File: src/rtl/xbar7_sw_alloc.sv
// Switch allocator for the 7-port router crossbar: per-output round-robin arbiters
// with optional head-to-tail wormhole locking (enabled by defining SA_WORMHOLE_EN).

module xbar7_sw_alloc_arb #(
    parameter int NP = 7,
    parameter int TW = 3
) (
    input  logic          clk,
    input  logic          rst,
    input  logic [NP-1:0] cand,
    input  logic [NP-1:0] tail,
    input  logic          rdy,
    output logic [NP-1:0] gnt,
    output logic          lock,
    output logic [TW-1:0] owner
);
    logic [TW-1:0] ptr_q;
    logic [TW-1:0] win;
    logic [TW-1:0] win_nxt;
    logic [TW-1:0] idx;
    logic [TW:0]   sum;
    logic          hit;

    always_comb begin
        gnt = '0;
        win = '0;
        hit = 1'b0;
        idx = '0;
        sum = '0;
        if (rdy) begin
            if (lock) begin
                // a locked output serves only its owner; everyone else waits
                if (cand[owner]) begin
                    gnt[owner] = 1'b1;
                    win        = owner;
                    hit        = 1'b1;
                end
            end else begin
                for (int k = 0; k < NP; k++) begin
                    sum = {1'b0, ptr_q} + (TW+1)'(k);
                    if (sum >= (TW+1)'(NP))
                        sum = sum - (TW+1)'(NP);
                    idx = sum[TW-1:0];
                    if (!hit && cand[idx]) begin
                        gnt[idx] = 1'b1;
                        win      = idx;
                        hit      = 1'b1;
                    end
                end
            end
        end
    end

    assign win_nxt = (win == TW'(NP-1)) ? '0 : win + 1'b1;

`ifdef SA_WORMHOLE_EN
    logic          lock_q;
    logic [TW-1:0] owner_q;

    always_ff @(posedge clk or negedge rst) begin
        if (!rst) begin
            ptr_q   <= '0;
            lock_q  <= 1'b0;
            owner_q <= '0;
        end else if (hit) begin
            if (tail[win]) begin
                lock_q <= 1'b0;
                ptr_q  <= win_nxt;
            end else if (!lock_q) begin
                lock_q  <= 1'b1;
                owner_q <= win;
            end
        end
    end

    assign lock  = lock_q;
    assign owner = owner_q;
`else
    logic unused_tail;
    assign unused_tail = ^tail;

    // every flit is its own packet: pointer moves on each grant
    always_ff @(posedge clk or negedge rst) begin
        if (!rst)
            ptr_q <= '0;
        else if (hit)
            ptr_q <= win_nxt;
    end

    assign lock  = 1'b0;
    assign owner = '0;
`endif
endmodule

module xbar7_sw_alloc #(
    parameter int NP = 7,
    parameter int TW = 3
) (
    input  logic             clk,
    input  logic             rst,
    input  logic [NP-1:0]    req_vld,
    input  logic [NP*TW-1:0] req_targ,
    input  logic [NP-1:0]    req_tail,
    input  logic [NP-1:0]    out_rdy,
    input  logic             err_clr,
    output logic [NP-1:0]    cb_ctrl,
    output logic [NP-1:0]    lock,
    output logic [1:0]       err
);
    logic [NP-1:0][TW-1:0] targ;
    logic [NP-1:0][TW-1:0] owner;
    logic [NP-1:0][NP-1:0] cand;   // [output][input]
    logic [NP-1:0][NP-1:0] gnt;    // [output][input]
    logic [NP-1:0]         owns_other;
    logic [1:0]            err_set;
    logic [1:0]            err_q;

    assign targ = req_targ;

    // an input holding a lock elsewhere must not compete for any other output
    always_comb begin
        owns_other = '0;
        for (int i = 0; i < NP; i++)
            for (int j = 0; j < NP; j++)
                if (lock[j] && owner[j] == TW'(i) && targ[i] != TW'(j+1))
                    owns_other[i] = 1'b1;
    end

    always_comb begin
        cand = '0;
        for (int j = 0; j < NP; j++)
            for (int i = 0; i < NP; i++)
                cand[j][i] = req_vld[i] && targ[i] == TW'(j+1) && !owns_other[i];
    end

    for (genvar j = 0; j < NP; j++) begin : g_out
        xbar7_sw_alloc_arb #(.NP(NP), .TW(TW)) u_arb (
            .clk   (clk),
            .rst   (rst),
            .cand  (cand[j]),
            .tail  (req_tail),
            .rdy   (out_rdy[j]),
            .gnt   (gnt[j]),
            .lock  (lock[j]),
            .owner (owner[j])
        );
    end

    always_comb begin
        cb_ctrl = '0;
        for (int j = 0; j < NP; j++)
            cb_ctrl = cb_ctrl | gnt[j];
    end

    always_comb begin
        err_set = '0;
        for (int i = 0; i < NP; i++) begin
            if (req_vld[i] && targ[i] == '0)
                err_set[0] = 1'b1;
`ifdef SA_WORMHOLE_EN
            if (req_vld[i] && owns_other[i])
                err_set[1] = 1'b1;
`endif
        end
    end

    // a new error in the clear cycle survives the clear
    always_ff @(posedge clk or negedge rst) begin
        if (!rst)
            err_q <= '0;
        else
            err_q <= (err_clr ? 2'b00 : err_q) | err_set;
    end

    assign err = err_q;
endmodule
File: config.mk
export PLATFORM = sky130hd
export DESIGN_NAME = xbar7_sw_alloc
export DESIGN_NICKNAME = d
export VERILOG_FILES = /design/src/rtl/xbar7_sw_alloc.sv
export SDC_FILE = /design/constraint.sdc
export NUM_CORES = 1
export LEC_CHECK = 0
export ABC_AREA = 0
export CORE_ASPECT_RATIO = 0.9
export CORE_UTILIZATION = 65
export CTS_BUF_LIST = sky130_fd_sc_hd__clkbuf_4
export CTS_CLUSTER_SIZE = 14
export DETAILED_ROUTE_END_ITERATION = 7
export PLACE_DENSITY = 0.8
export SYNTH_ARGS = -nofsm -noshare
export SYNTH_HDL_FRONTEND = slang
export SYNTH_SLANG_ARGS = --single-unit
File: constraint.sdc
create_clock -name clk -period 8.2 [get_ports clk]
set_clock_uncertainty 0.05 [all_clocks]
set_input_delay 1.64 -clock clk [delete_from_list [all_inputs] [get_ports clk]]
set_output_delay 1.64 -clock clk [all_outputs]
set_load 0.05 [all_outputs]
# ---- After elaboration in Yosys (flattened, before gate mapping)
# Cells that the tools add are included.
dict set report word_totals {
  regBits 23
  in_bits 45
  output_inout_bits 16
  wordCells 1115
}
dict set report op_classes {
  add_sub_neg 98
  n_lt_le_gt_ge 147
  eq_ne 56
  muxes 561
  bitwise 49
  reduce_logical 196
}
# op count
set ops {}
lappend ops {{2-to-1 mux 7 bit} 98}
lappend ops {{2-to-1 mux 3 bit} 161}
lappend ops {{bitwise OR 7 bit} 48}
lappend ops {{2-to-1 mux 1 bit} 203}
lappend ops {{less-than comparator 3 x 4 -> 1 bit (second input constant)} 49}
lappend ops {{>= comparator 4 x 3 -> 1 bit (second input constant)} 42}
lappend ops {{binary-select mux 1 bit (select 3 bit)} 49}
lappend ops {{demux 1 bit (select 3 bit)} 49}
lappend ops {{>= comparator 3 x 1 -> 1 bit (second input constant)} 49}
lappend ops {{logical AND 1 bit} 147}
lappend ops {{subtractor 3 bit (second input constant)} 49}
lappend ops {{== test 3 bit (second input constant)} 35}
lappend ops {{adder 3 x 3 -> 4 bit (second input constant)} 21}
lappend ops {{adder 3 x 2 -> 4 bit (second input constant)} 14}
lappend ops {{== test 3 x 2 -> 1 bit (second input constant)} 14}
lappend ops {{zero test 1 bit} 42}
lappend ops {{adder 3 x 1 -> 4 bit (second input constant)} 7}
lappend ops {{adder 3 x 1 -> 3 bit (second input constant)} 7}
lappend ops {{== test 3 x 1 -> 1 bit (second input constant)} 7}
lappend ops {{>= comparator 3 bit (second input constant)} 7}
lappend ops {{zero test 3 bit} 7}
lappend ops {{2-to-1 mux 2 bit} 1}
lappend ops {{bitwise OR 2 x 1 -> 2 bit} 1}

# ---- Depth between registers and ports, before layout
dict set report depth {
  ltp_word 37
  mapped_depth 19
  ltp_nobuf 14
}

# ---- Modules after synthesis
# From an unflattened synthesis, not the netlist that was laid out.
dict set report unflattened {
  hier_cells 2681
  hier_area_um2 19449.9
}
# module n_inst cells_each area_each_um2 seq_area_each_um2
set modules_own_cells {}
lappend modules_own_cells {{xbar7_sw_alloc_arb (g_out[1].u_arb ...)} 5 341 2563.7 75.1}
lappend modules_own_cells {{xbar7_sw_alloc_arb (g_out[6].u_arb)} 1 355 2438.6 75.1}
lappend modules_own_cells {{xbar7_sw_alloc_arb (g_out[0].u_arb)} 1 339 2427.3 75.1}
lappend modules_own_cells {xbar7_sw_alloc 1 282 1765.4 25.0}

# ---- Worst setup path after synthesis
# OpenSTA, ideal clock, no wires.
dict set report synth_timing {
  path_kind {input to output}
  start {in req_targ[10]}
  end {out cb_ctrl[3]}
  arrival_ns 4.754
  required_ns 6.510
  slack_ns 1.756
  stages 12
  n_path_buf 2
  path_cell_list {clkbuf_1 > nand4b_1 > and2_1 > a31o_1 > a211o_1 > and4b_1 > clkbuf_1 > nand3_1 > o221ai_1 > or4_1 > a2111oi_1 > nand4_1}
}
dict set report synth_between {
  elab_chain_len 36
  elab_cells_between_ends 426
  classes_between {eq/ne: 7; mux: 280; bitwise: 48; reduce/logical: 91}
}
# element line
set synth_lines {}
lappend synth_lines {{start: declaration} 102} ;# input logic [NP*TW-1:0] req_targ,
lappend synth_lines {{== test 3 x 1 -> 1 bit or == test 3 x 2 -> 1 bit (tied branches)} 133} ;# cand[j][i] = req_vld[i] && targ[i] == TW'(j+1) && !owns_other[i];
lappend synth_lines {{logical AND 1 bit} 133}
lappend synth_lines {{binary-select mux 1 bit (select 3 bit)} 44} ;# if (!hit && cand[idx]) begin
lappend synth_lines {{2-to-1 mux 1 bit (not written as such)} 44}
lappend synth_lines {{2-to-1 mux 1 bit} 44}
lappend synth_lines {{2-to-1 mux 1 bit} 30} ;# if (rdy) begin
lappend synth_lines {{zero test 1 bit} 44}
lappend synth_lines {{logical AND 1 bit} 44}
lappend synth_lines {{[... 16 more ...]} -}
lappend synth_lines {{2-to-1 mux 1 bit} 44}
lappend synth_lines {{2-to-1 mux 1 bit} 30}
lappend synth_lines {{zero test 1 bit} 44}
lappend synth_lines {{logical AND 1 bit} 44}
lappend synth_lines {{2-to-1 mux 7 bit} 44}
lappend synth_lines {{2-to-1 mux 7 bit} 30}
lappend synth_lines {{bitwise OR 7 bit (5 in a row)} 152} ;# cb_ctrl = cb_ctrl | gnt[j];
lappend synth_lines {{bitwise OR 7 bit (*)} 152}
lappend synth_lines {{end: declaration} 106} ;# output logic [NP-1:0] cb_ctrl,
# Mark *: on every way between the ends. The rest lies on a longest branch, timed or not. The select of a mux whose other input is x is not followed.

# ---- Worst setup path after layout
dict set report layout_timing {
  start {in req_targ[4]}
  end {out cb_ctrl[2]}
}
# The elaborated chain is that of the path after synthesis.

==> impl_results.md <==
- RePlAce Congestion: approximately 1.0
- Final WL: 59100 um
- Overflow after GRT: 0
- Hold buffers post-CTS: 0
- H-tree Lvls: 1
- Clock root buffer: clkbuf_4
- Post-route cell area: approximately 0.016 sq mm
- CP arrival: around 6.4 ns
- Highest clock rate: roughly 120 MHz
- Largest net degree at the start of global routing: 30
- First-pass GRT wire length: approximately 91000 um
- Final WS setup: approximately 0.14 ns
- IO Pins: 61
- Fin crit share: 98.3%
- Cell mode on critical path: buf_4
- Crit path max fanout: 13
- Status: finished clean
- Initial drt markers: around 2800
- Setup violations, final: 0
- Fill cells: between 2000 and 2500
- Commonest non-fill, non-tap cell in the layout: nand2_1
- CP delay by family, top: compound AO/OA/AOI/OAI gates
- Via count: between 15000 and 20000
- Post-Synthesis Cells: 2256
- Worst rel slew slack: between 10% and 20%
- Via density: 7.74
- Num rows: between 50 and 60
- Slew @ Worst Pin: around 1.3 ns
- Hold crit path type: register to register
- CTS Buf Count: 3
- Crit path time final: 8.06 ns
- Reg clk slew, reported paths: approximately 0.16 ns
- Dominant cell type by area after synthesis: ha_1
- Synthesized area per cell: 6.93 sq um
- Register area share after synthesis: under 10%
- Final core occ: 69.5%
- Setup slack at placement: ~0.43 ns
- Initial antenna violation count: 1
- Core ar.: 0.0235 sq mm
- Post-CTS setup buffer count: 0
- Post-DP HPWL: 45800 um
- Post-synth top area share: 6.64%
- Async set-reset flop share out of synthesis: 100%
- Req. time, crit path: around 6.5 ns
- Area Growth Syn to Fin: 4.26%
- Crit-path cells: clkdlybuf4s50_1 -> nand4b_1 -> buf_4 -> o21ai_0 -> a21oi_1 -> a221oi_1 -> or3_1 -> nor4_1 -> o41ai_1 -> buf_4 -> nor4bb_1 -> o2111ai_1 -> buf_12
- Drt first pass iters: 7
- Max-cap violations: 0
- Die area: 0.0247 sq mm
- Critical path launch point type: primary input
- Final net count: 2352
- Largest cells by area after synthesis: ha_1 (6.6%), mux2i_1 (6.4%), nand2_1 (5.0%)
- Starting Density: roughly 67%
- Unrepaired setup endpoints after global routing: false
- Number of global-route vias before repair: between 15000 and 20000
- Max Transition Viols Final: 0
- Share of layout cells above drive strength 1: 8.89%
- Most frequent cells in the layout: nand2_1 (210), nor2_1 (163), a21oi_1 (107)
- Syn Std Cell Area: between 0.015 and 0.02 sq mm
- Total GRT Usage: a little under half
- CP peak stage delay: approximately 0.83 ns
- Most used DFF post-synth: dfrtp_1
- Placed inst area: 0.0162 sq mm
- Setup TNS: 0 ns
- Die height: 149 um
- I/O Buffers: 45
- Count of cell types in the netlist: between 100 and 150
- Crit-path slowest cell: clkdlybuf4s50_1
- Flops & latches, synth: 22
- Wire per inst: between 20 and 25 um
- Post-DRT Antenna Nets: 0
- CP bufs+invs: 4
- WS Path Type: primary input to primary output
- Post-CTS sizing: 0
- Clock latency on the worst-skew pair: slightly below 0.4 ns
- DR DRC count: 0
- Die X: about 170 um
- Final Hold Viols: 0
- Clock buffer depth: 2
- Number of synthesized flops with an enable pin: 0
- YS warnings: 0
- CTS tree: yes
- Crit end category: primary output
- Clock sink count: 22
## synth_stat cells, types with 28 or more instances
cell type and n:
mux2_2 38, nand4b_1 28, a21oi_1 107, buf_2 50, a31oi_1 50, nand2b_1 43, inv_1 79, o31ai_1 31
nand4_1 57, ha_1 83, nand2_1 210, xnor2_1 51, mux2i_1 100, o211ai_1 45, nor3_1 99, nor2_1 163
clkbuf_1 82, a211oi_1 29, nand3_1 90, o21ai_0 84, nor4_1 43
## registers in the layout (all words and copies together), names as in the netlist
register,cells
g_out.u_arb.ptr_q,21
err,1
## routing by layer
metal | part of all wire, % | GRT usage (%)
met5 | 0 | 0
met4 | 5.5 | 21.5
met3 | 13 | 11.6
met2 | 43 | 69.8
met1 | 38 | 60.6
## through the flow
| step | hold slack [ns] | std cells |
|---|---|---|
| final | 0.589 | 2519 |
| after global routing | 0.627 | 2519 |
| after CTS | 0.581 | 2518 |
| after detailed placement | 0.536 | 2514 |
| after global placement | 0.525 | 2514 |
| after floorplan | 0.583 | 2263 |
## layout make-up
| class | count | area (sq um) | area share [%] |
|---|---|---|---|
| clock buffers | 3 | 22.5 | 0.138 |
| well taps | 302 | 378 | 2.32 |
| flip-flops and latches | 22 | 551 | 3.38 |
| multi-input cells | 1993 | 14000 | 86.0 |
| diodes | 1 | 2.50 | 0.0153 |
| clock inverters | 1 | 30.0 | 0.184 |
| repair buffers | 114 | 988 | 6.06 |
| inverters | 83 | 312 | 1.91 |
## worst register-to-register path: cells and delay by family (launching register included)
family / cells / cell delay [ns]
fa+ha+maj: 2 / 0.68
compound gates: 2 / 0.40
buf+inv: 1 / 0.26
flops: 1 / 0.61
simple gates: 6 / 2.15
mux: 2 / 1.33
## final timing paths
kind                                                 to  slack [ns]  cells past startpoint               startpoint
worst max register to register  g_out[0].u_arb.ptr_q[2]        2.65                     13  g_out[0].u_arb.ptr_q[1]
worst max-delay path                         cb_ctrl[2]        0.14                     13              req_targ[4]
worst min register to register                   err[0]        0.59                      2                   err[0]
max in group asynchronous       g_out[1].u_arb.ptr_q[2]        6.20                      2                      rst
min in group asynchronous       g_out[2].u_arb.ptr_q[1]        1.57                      2                      rst
worst min-delay path                             err[0]        0.59                      2                   err[0]
## kinds of logic after synthesis
kind of cell / Yosys count / synth area share, %
flops: 22 / 3.52
buf+inv: 248 / 7.07
xor+xnor: 69 / 4.03
mux: 148 / 10.4
compound gates: 692 / 32.1
fa+ha+maj: 90 / 7.54
other cells: 1 / 0.0240
simple gates: 986 / 35.3
Power is not shown: default switching activity piles up to over one toggle a cycle in this logic, so the estimate is an artifact.
